$ cat src/rtl/multicycle_control_unit.sv
// Multi-cycle FETCH/DECODE/EXEC/MEM/WB controller for a shared-memory, shared-ALU datapath.
// Optional illegal-opcode trap (HALT state, IllegalOp port) enabled by CTRL_ILLEGAL_TRAP_EN.
module multicycle_control_unit #(
   parameter int unsigned             OP_W    = 6,
   parameter int unsigned             ALUC_W  = 4,
   parameter logic [OP_W-1:0]         OP_ADD  = 6'b000001,
   parameter logic [OP_W-1:0]         OP_LW   = 6'b000010,
   parameter logic [OP_W-1:0]         OP_SW   = 6'b000101,
   parameter logic [OP_W-1:0]         OP_BEQ  = 6'b000100,
   parameter logic [OP_W-1:0]         OP_ADDI = 6'b001000,
   parameter logic [ALUC_W-1:0]       ALU_ADD = 4'b0101,
   parameter logic [ALUC_W-1:0]       ALU_SUB = 4'b0110
) (
   input  logic              Clk,
   input  logic              Reset,
   input  logic [OP_W-1:0]   Op,
   input  logic              Zero,
   input  logic              MemReady,
   output logic              PCWrite,
   output logic              IRWrite,
   output logic              IorD,
   output logic              MemRead,
   output logic              MemWrite,
   output logic              MemToReg,
   output logic              RegDst,
   output logic              RegWrite,
   output logic              ALUSrcA,
   output logic [1:0]        ALUSrcB,
   output logic [ALUC_W-1:0] ALUcontrol,
   output logic              PCSrc,
   output logic [2:0]        State
`ifdef CTRL_ILLEGAL_TRAP_EN
   ,
   output logic              IllegalOp
`endif
);

   typedef enum logic [2:0] {
      S_FETCH  = 3'd0,
      S_DECODE = 3'd1,
      S_EXEC   = 3'd2,
      S_MEM    = 3'd3,
      S_WB     = 3'd4
`ifdef CTRL_ILLEGAL_TRAP_EN
      ,
      S_HALT   = 3'd5
`endif
   } state_e;

   state_e            state_q, state_d;
   logic [OP_W-1:0]   op_q, op_d;
   logic              op_legal;

   assign op_legal = (Op == OP_ADD) || (Op == OP_LW) || (Op == OP_SW) ||
                     (Op == OP_BEQ) || (Op == OP_ADDI);

   always_ff @(posedge Clk or posedge Reset) begin
      if (Reset) begin
         state_q <= S_FETCH;
         op_q    <= '0;
      end else begin
         state_q <= state_d;
         op_q    <= op_d;
      end
   end

   always_comb begin
      state_d = S_FETCH;
      op_d    = op_q;
      case (state_q)
         S_FETCH:  state_d = MemReady ? S_DECODE : S_FETCH;
         S_DECODE: begin
            op_d = Op;
`ifdef CTRL_ILLEGAL_TRAP_EN
            state_d = op_legal ? S_EXEC : S_HALT;
`else
            state_d = op_legal ? S_EXEC : S_FETCH;
`endif
         end
         S_EXEC: begin
            if ((op_q == OP_ADD) || (op_q == OP_ADDI))
               state_d = S_WB;
            else if ((op_q == OP_LW) || (op_q == OP_SW))
               state_d = S_MEM;
            else
               state_d = S_FETCH;
         end
         S_MEM: begin
            if (!MemReady)
               state_d = S_MEM;
            else
               state_d = (op_q == OP_LW) ? S_WB : S_FETCH;
         end
         S_WB:     state_d = S_FETCH;
`ifdef CTRL_ILLEGAL_TRAP_EN
         S_HALT:   state_d = S_HALT;
`endif
         default:  state_d = S_FETCH;
      endcase
   end

   always_comb begin
      PCWrite    = 1'b0;
      IRWrite    = 1'b0;
      IorD       = 1'b0;
      MemRead    = 1'b0;
      MemWrite   = 1'b0;
      MemToReg   = 1'b0;
      RegDst     = 1'b0;
      RegWrite   = 1'b0;
      ALUSrcA    = 1'b0;
      ALUSrcB    = 2'b00;
      ALUcontrol = ALU_ADD;
      PCSrc      = 1'b0;
`ifdef CTRL_ILLEGAL_TRAP_EN
      IllegalOp  = 1'b0;
`endif
      case (state_q)
         S_FETCH: begin
            MemRead = 1'b1;
            ALUSrcB = 2'b01;
            IRWrite = MemReady;
            PCWrite = MemReady;
         end
         S_DECODE: ALUSrcB = 2'b11;
         S_EXEC: begin
            case (op_q)
               OP_ADD: ALUSrcA = 1'b1;
               OP_ADDI, OP_LW, OP_SW: begin
                  ALUSrcA = 1'b1;
                  ALUSrcB = 2'b10;
               end
               OP_BEQ: begin
                  ALUSrcA    = 1'b1;
                  ALUcontrol = ALU_SUB;
                  PCSrc      = 1'b1;
                  PCWrite    = Zero;
               end
               default: ;
            endcase
         end
         S_MEM: begin
            IorD     = 1'b1;
            MemRead  = (op_q == OP_LW);
            MemWrite = (op_q == OP_SW);
         end
         S_WB: begin
            RegWrite = 1'b1;
            RegDst   = (op_q == OP_ADD);
            MemToReg = (op_q == OP_LW);
         end
`ifdef CTRL_ILLEGAL_TRAP_EN
         S_HALT: begin
            ALUcontrol = '0;
            IllegalOp  = 1'b1;
         end
`endif
         default: ALUcontrol = '0;
      endcase
      // Reset is asynchronous, so outputs are gated directly rather than waiting on state.
      if (Reset) begin
         PCWrite    = 1'b0;
         IRWrite    = 1'b0;
         IorD       = 1'b0;
         MemRead    = 1'b0;
         MemWrite   = 1'b0;
         MemToReg   = 1'b0;
         RegDst     = 1'b0;
         RegWrite   = 1'b0;
         ALUSrcA    = 1'b0;
         ALUSrcB    = 2'b00;
         ALUcontrol = '0;
         PCSrc      = 1'b0;
`ifdef CTRL_ILLEGAL_TRAP_EN
         IllegalOp  = 1'b0;
`endif
      end
   end

   assign State = state_q;

endmodule

$ cat config.mk
export PLATFORM = sky130hd
export DESIGN_NAME = multicycle_control_unit
export DESIGN_NICKNAME = d
export VERILOG_FILES = /design/src/rtl/multicycle_control_unit.sv
export SDC_FILE = /design/constraint.sdc
export NUM_CORES = 1
export LEC_CHECK = 0
export BUFFER_PORTS_ARGS = -buffer_cell sky130_fd_sc_hd__buf_2
export CAP_MARGIN = 25
export CORE_UTILIZATION = 40
export CTS_BUF_LIST = sky130_fd_sc_hd__clkbuf_16
export DETAILED_ROUTE_END_ITERATION = 12
export GPL_TIMING_DRIVEN = 0
export MAX_ROUTING_LAYER = met4
export PLACE_DENSITY_LB_ADDON = 0.3
export SLEW_MARGIN = 20
export SYNTH_ARGS = -nofsm -noshare
export SYNTH_HDL_FRONTEND = slang
export SYNTH_SLANG_ARGS = --single-unit
$ cat constraint.sdc
create_clock -name Clk -period 2.3 [get_ports Clk]
set_input_delay 0.46 -clock Clk [delete_from_list [all_inputs] [get_ports Clk]]
set_output_delay 0.46 -clock Clk [all_outputs]
set_load 0.05 [all_outputs]
==> run summary, run 1 <==
Row count - 15
P_sw - 0.331 mW
Mapped Avg Cell Area - 9.58 um2
Synth cell count leaders - 9 x dfrtp_1, 6 x mux2_2, 5 x nand2_1, 5 x nand2b_1, 5 x nor3_1
# placed instances - 131
#FFs+latches synth - 9
Most used DFF post-synth - dfrtp_1
Final setup violation count - 1
Worst R2R Path Depth - 4
Die area - 2070 um2
Tot GR Track Use - 0.200
Max-Cap Viols - 0
Hold Fails Final Rpt - 0
GPL Wtd Cong - 0.819
Max clock buf depth - 2
Syn_nets - 89
Asr flop ratio synth - 1.00
Setup_tns - -0.0110 ns
Share of cells above drive strength 1 - 0.632
Vias in the first global route - 658
Net count, final - 128
Startpoint Class - register
Type of the tightest min-delay check - in2async
Chip Height - 45.5 um
Setup WS post-layout - -0.0110 ns
Placed Area - 1040 um2
Core outline area - 1750 um2
Violated checks - setup timing
Crit path kind - reg2out
Yosys top cell by area - dfrtp_1
Antenna cells - 0
RSZ-0062 raised after global routing - true
Number of I/O pins - 29
Total number of vias - 759
Routed vias/inst - 5.35
DP HPWL - 1.33 mm
Logic gate share of total power - 0.408
Clk_lat worst skew - 0.23 ns
Post-layout minimum cycle time - 2.31 ns
Most common cell in the synthesized netlist - dfrtp_1
Top cells by area, synth - dfrtp_1 30%, mux2_2 8.9%, nand2b_1 4.1%
H-tree Lvls - 1
GRT overflow - 0
Die width - 45.5 um
Global-route wire length before repair - 2.86 mm
Crit path depth - 5
Port Buffers - 27
DRC viols - 0
Final wirelength - 1.94 mm
Initial antenna violation count - 0
Switching share of power - 0.357
Hold Buf Count CTS - 0
Fin cells - 142
Cells after Synth - 79
Clock power share - 0.327
Synthesized cell area - 757 um2
CTS Buf Count - 3
Area Growth Syn to Fin - 61.5%
Clock sinks - 9
Power Total - 0.926 mW
Crit path max-delay family - simple AND/OR/NAND/NOR gates
Fin. max-slew vios - 0
Number of synthesized flops with an enable pin - 0
CTS tree - built
Share of the synthesized area in the top cell type - 0.298
Synth cell types - 39
Outcome - complete, but fails checks
CP required - 1.84 ns
Drt first pass iters - 4
Int Pwr - 0.595 mW
Post-route ant nets - 0
Fmax - 433 MHz
Critical Path Max Stage Delay - 0.41 ns
Design Area, Final - 1220 um2
Largest net degree at the start of global routing - 11
Root Driver - clkbuf_16
Clk_skew - 0.000347 ns
Critical path peak fanout - 3
Crit. End Element - output pin
Crit path cell chain - or3_4, nor4_4, nand2_1, a211oi_4, buf_6
Final worst-path cycle share - 1.00
Peak VDD IR - 0.637 mV
Power per cell area - 757 nW/um2
Sequential area share after synthesis - 0.298
Number of synthesis warnings - 0
Slowest cell on the critical path - dfrtp_1
Part of the power in registers - 0.265
P_leak - 0.520 nW
WP data arrival - 1.85 ns
WL/cell - 13.6 um
Filler cells - 144
Clk slew on worst S/H paths - 0.04 ns
Number of buffers and inverters on the critical path - 1
Initial DRC count - 12
Initial Utilization - 0.434
==> cells by family after synthesis <==
family / after synthesis / share of synthesized area
and+or+nand+nor: 39 / 0.359
other: 1 / 0.00495
xor gates and xnor gates: 1 / 0.0116
DFF: 9 / 0.298
AOI/OAI and AO/OA: 15 / 0.155
buffers and inverters: 8 / 0.0826
muxes: 6 / 0.0892
==> through the flow <==
stage                     hold slack, ns   util  worst slack [ns]
after floorplan                    0.288      -            -0.324
after global placement             0.530  0.594             0.116
after detailed placement           0.535  0.594            0.0891
after CTS                          0.291  0.670           -0.0440
after global routing               0.328  0.700           -0.0885
final                              0.278  0.700           -0.0110
==> cell type report <==
cell class / instances / area (um2) / area share
sequential: 9 / 228 / 0.186
clock inverter: 1 / 3.75 / 0.00307
timing repair buffer: 34 / 224 / 0.183
inverter: 1 / 3.75 / 0.00307
buffer: 7 / 80.1 / 0.0655
tap: 25 / 31.3 / 0.0256
multi-input combinational: 62 / 577 / 0.472
clock buffer: 3 / 75.1 / 0.0614
==> power by group through the flow <==
stage	Combinational [mW]	Clock, mW	Sequential, mW
2_1_floorplan	0.246	0	0.249
3_3_place_gp	0.306	0	0.246
3_5_place_dp	0.308	0	0.249
4_1_cts	0.337	0.303	0.246
5_1_grt	0.401	0.313	0.250
6_report	0.378	0.303	0.245
==> state kept, by name, summed over array words and instances (netlist names) <==
name / count
State: 3
op_q: 6
==> path summary, 6_finish.rpt <==
path                          from        to  slack (ns)
setup reg to reg           op_q[2]  State[1]        0.72
hold / removal               Reset  State[0]        0.28
hold reg to reg            op_q[4]   op_q[4]        0.57
setup / recovery           op_q[3]   PCWrite       -0.01
max in group asynchronous    Reset  State[1]        1.74
min in group Clk             Op[4]   op_q[4]        0.47
==> worst register-to-register path, cell delays in order, from the launching register on <==
cell and delay, ns:
dfrtp_1 0.49, nor3b_4 0.32, a21oi_1 0.13, o32a_2 0.41, o22ai_2 0.14
==> metal layers <==
metal / GRT usage / wire length, um / up-vias
met5: - / 0 / -
li1: - / - / 363
met1: 0.221 / 787 / 357
met3: 0.0635 / 116 / 8
met2: 0.346 / 996 / 31
met4: 0.0485 / 36 / 0
==> what timing repair did <==
action                     4_1_cts  5_1_grt
setup endpoints to repair        7        7
resized for setup                9        8
setup buffers                    3        4
pin swaps                        0        0
==> cells in the final DEF (no fill, tap or decap), types with 2 or more instances in the layout <==
cell type   n
buf_2      21
nor3_1      3
o21ai_0     2
buf_4       9
nand2b_2    2
o21a_1      2
buf_6       6
nor3b_4     4
clkbuf_4    2
mux2_2      6
nand2_1     5
nand2b_1    4
a21oi_1     3
a211oi_4    2
nand4_1     2
nor2_1      3
inv_1       2
clkbuf_16   3
nor4_4      2
dfrtp_1     7
dfrtp_2     2
(Power assumes the default switching activity.)
==> run 2, diff against run 1 <==
Settings changed: RECOVER_POWER set to 50, REMOVE_ABC_BUFFERS set to 1.
==> run 2 against run 1 <==
Against the previous run:
- the run still ends with setup timing left
- fmax hardly changed
- via count is 2.2% lower
- die area stayed put
- core utilization is 10 points lower
- total power is 8.2% lower
- final area is 15% lower
- clock skew is 0.0055 ns higher
- combinational power is 26% lower
- largest power group is now clock
- highest routed layer unchanged
==> run summary, run 2 (same netlist as run 1, synthesis figures left out) <==
Global-route wire length before repair - 2.84 mm (-0.73%)
Worst R2R Path Depth - 3 (-1)
Die area - 2070 um2 (unchanged)
R2R Path Start - State[2]
Core outline area - 1750 um2 (unchanged)
CP required - 1.84 ns (about the same)
Total number of vias - 742 (-2.2%)
Most common cell after layout, fill and taps aside - buf_2
Initial Utilization - 0.434 (unchanged)
WL/cell - 13.6 um (-0.43%)
Clk slew on worst S/H paths - 0.04 ns (about the same)
Filler cells - 150 (+4.2%)
Power Total - 0.850 mW (-8.2%)
WP data arrival - 1.85 ns (about the same)
GPL Wtd Cong - 0.824 (+0.57%)
DRC viols - 0 (unchanged)
Worst r2r dst - op_q[2]
GRT overflow - 0 (unchanged)
Final worst-path cycle share - 1.00 (about the same)
Violated checks - setup timing
Final wirelength - 1.82 mm (-6.0%)
CTS Buf Count - 3 (unchanged)
Clk_lat worst skew - 0.24 ns (about the same)
Max-Cap Viols - 0 (unchanged)
Register name with the most flops - op_q
Port Buffers - 27 (unchanged)
Most frequent cells in the layout - 21 x buf_2, 7 x dfrtp_1, 6 x mux2_2
Hold Buf Count CTS - 0 (unchanged)
Initial antenna violation count - 0 (unchanged)
Area Growth Syn to Fin - 37.5%
Tot GR Track Use - 0.203 (+0.00306)
Share of cells above drive strength 1 - 0.514 (-0.119)
Row count - 15 (unchanged)
Vias in the first global route - 652 (-0.91%)
Final setup violation count - 1 (unchanged)
Outcome - complete, but fails checks
Crit. End Element - output pin
Post-layout minimum cycle time - 2.31 ns (-0.000851 ns)
Initial DRC count - 20 (+8)
Post-route ant nets - 0 (unchanged)
Clk_skew - 0.00586 ns (+0.00551 ns)
Chip Height - 45.5 um (unchanged)
Critical path peak fanout - 3 (unchanged)
Placed Area - 865 um2 (-17%)
Max clock buf depth - 2 (unchanged)
Drt first pass iters - 4 (unchanged)
Design Area, Final - 1040 um2 (-15%)
Fin. max-slew vios - 0 (unchanged)
P_leak - 0.439 nW (-16%)
Die width - 45.5 um (unchanged)
Routed vias/inst - 5.54 (+3.6%)
Setup WS post-layout - -0.0101 ns (+0.000851 ns)
Type of the tightest min-delay check - in2async
Startpoint Class - register
Largest net degree at the start of global routing - 13 (+2)
Setup_tns - -0.0101 ns (+0.000851 ns)
DP HPWL - 1.28 mm (-3.6%)
H-tree Lvls - 1 (unchanged)
Root Driver - clkbuf_16
Clock sinks - 9 (unchanged)
Power per cell area - 817 nW/um2 (+7.8%)
Max reg flops - 6 (unchanged)
Fmax - 433 MHz (about the same)
Crit path kind - reg2out
Antenna cells - 0 (unchanged)
CTS tree - built
Number of I/O pins - 29 (unchanged)
Internal reg-to-reg setup slack - 0.75 ns (+0.03 ns)
Peak VDD IR - 0.453 mV (-29%)
Net count, final - 120 (-6.3%)
Post-place setup slack - 0.114 ns (+0.0247 ns)
Hold Fails Final Rpt - 0 (unchanged)
RSZ-0062 raised after global routing - true
[run 2: changes by cell type in the layout (fill, tap and decap cells not counted), sizes merged]
cell,change
buf,-10
clkinv,+1
inv,-1
clkbuf,+2
[run 2: report_power, final]
part | total (mW) | switching, mW | internal [mW]
sequential | 0.259 | 0.0664 | 0.193
combinational | 0.279 | 0.153 | 0.126
clock | 0.312 | 0.0822 | 0.230
[run 2: worst max-delay path, cell delays in order, from the launching register on]
cell and delay, ns:
dfrtp_1 0.41, or3_4 0.40, nor4_4 0.29, nand2_1 0.10
a211oi_2 0.22, buf_6 0.19
[run 2: cell type report]
cell class / count / area [um2] / area share
timing repair buffer: 33 / 195 / 0.187
sequential: 9 / 228 / 0.219
multi-input combinational: 62 / 503 / 0.483
tap: 25 / 31.3 / 0.0300
inverter: 1 / 3.75 / 0.00361
clock buffer: 3 / 75.1 / 0.0721
clock inverter: 1 / 5.00 / 0.00481
[run 2: worst max path at each step]
stage          slack [ns]          to  startpoint  cells after the start
6_report            -0.01     PCWrite     op_q[3]                      5
5_1_grt             -0.11  ALUSrcB[1]     op_q[0]                      5
4_1_cts             -0.04  ALUSrcB[1]    State[1]                      5
3_5_place_dp         0.11  ALUSrcB[1]    State[0]                      5
3_3_place_gp         0.12  ALUSrcB[1]    State[0]                      5
2_1_floorplan       -2.06      RegDst    State[0]                      3
[run 2: metal layers]
layer | vias up | track usage | wire, um
li1 | 353 | - | -
met1 | 348 | 0.232 | 799
met2 | 36 | 0.314 | 855
met3 | 5 | 0.0635 | 134
met4 | 0 | 0.109 | 31
met5 | - | - | 0
[run 2: what timing repair did]
action                                  4_1_cts  5_1_grt
pin swaps                                     4        2
gates resized for setup                       9        8
endpoints found under the setup margin        6        8
setup buffers                                 3        3
[run 2: through the flow]
stage / hold WS [ns] / utilization / instances
global placement: 0.499 / 0.495 / 124
detailed placement: 0.507 / 0.495 / 124
CTS: 0.265 / 0.572 / 131
floorplan: 0.288 / - / 72
global route: 0.305 / 0.596 / 134
finish: 0.259 / 0.596 / 134
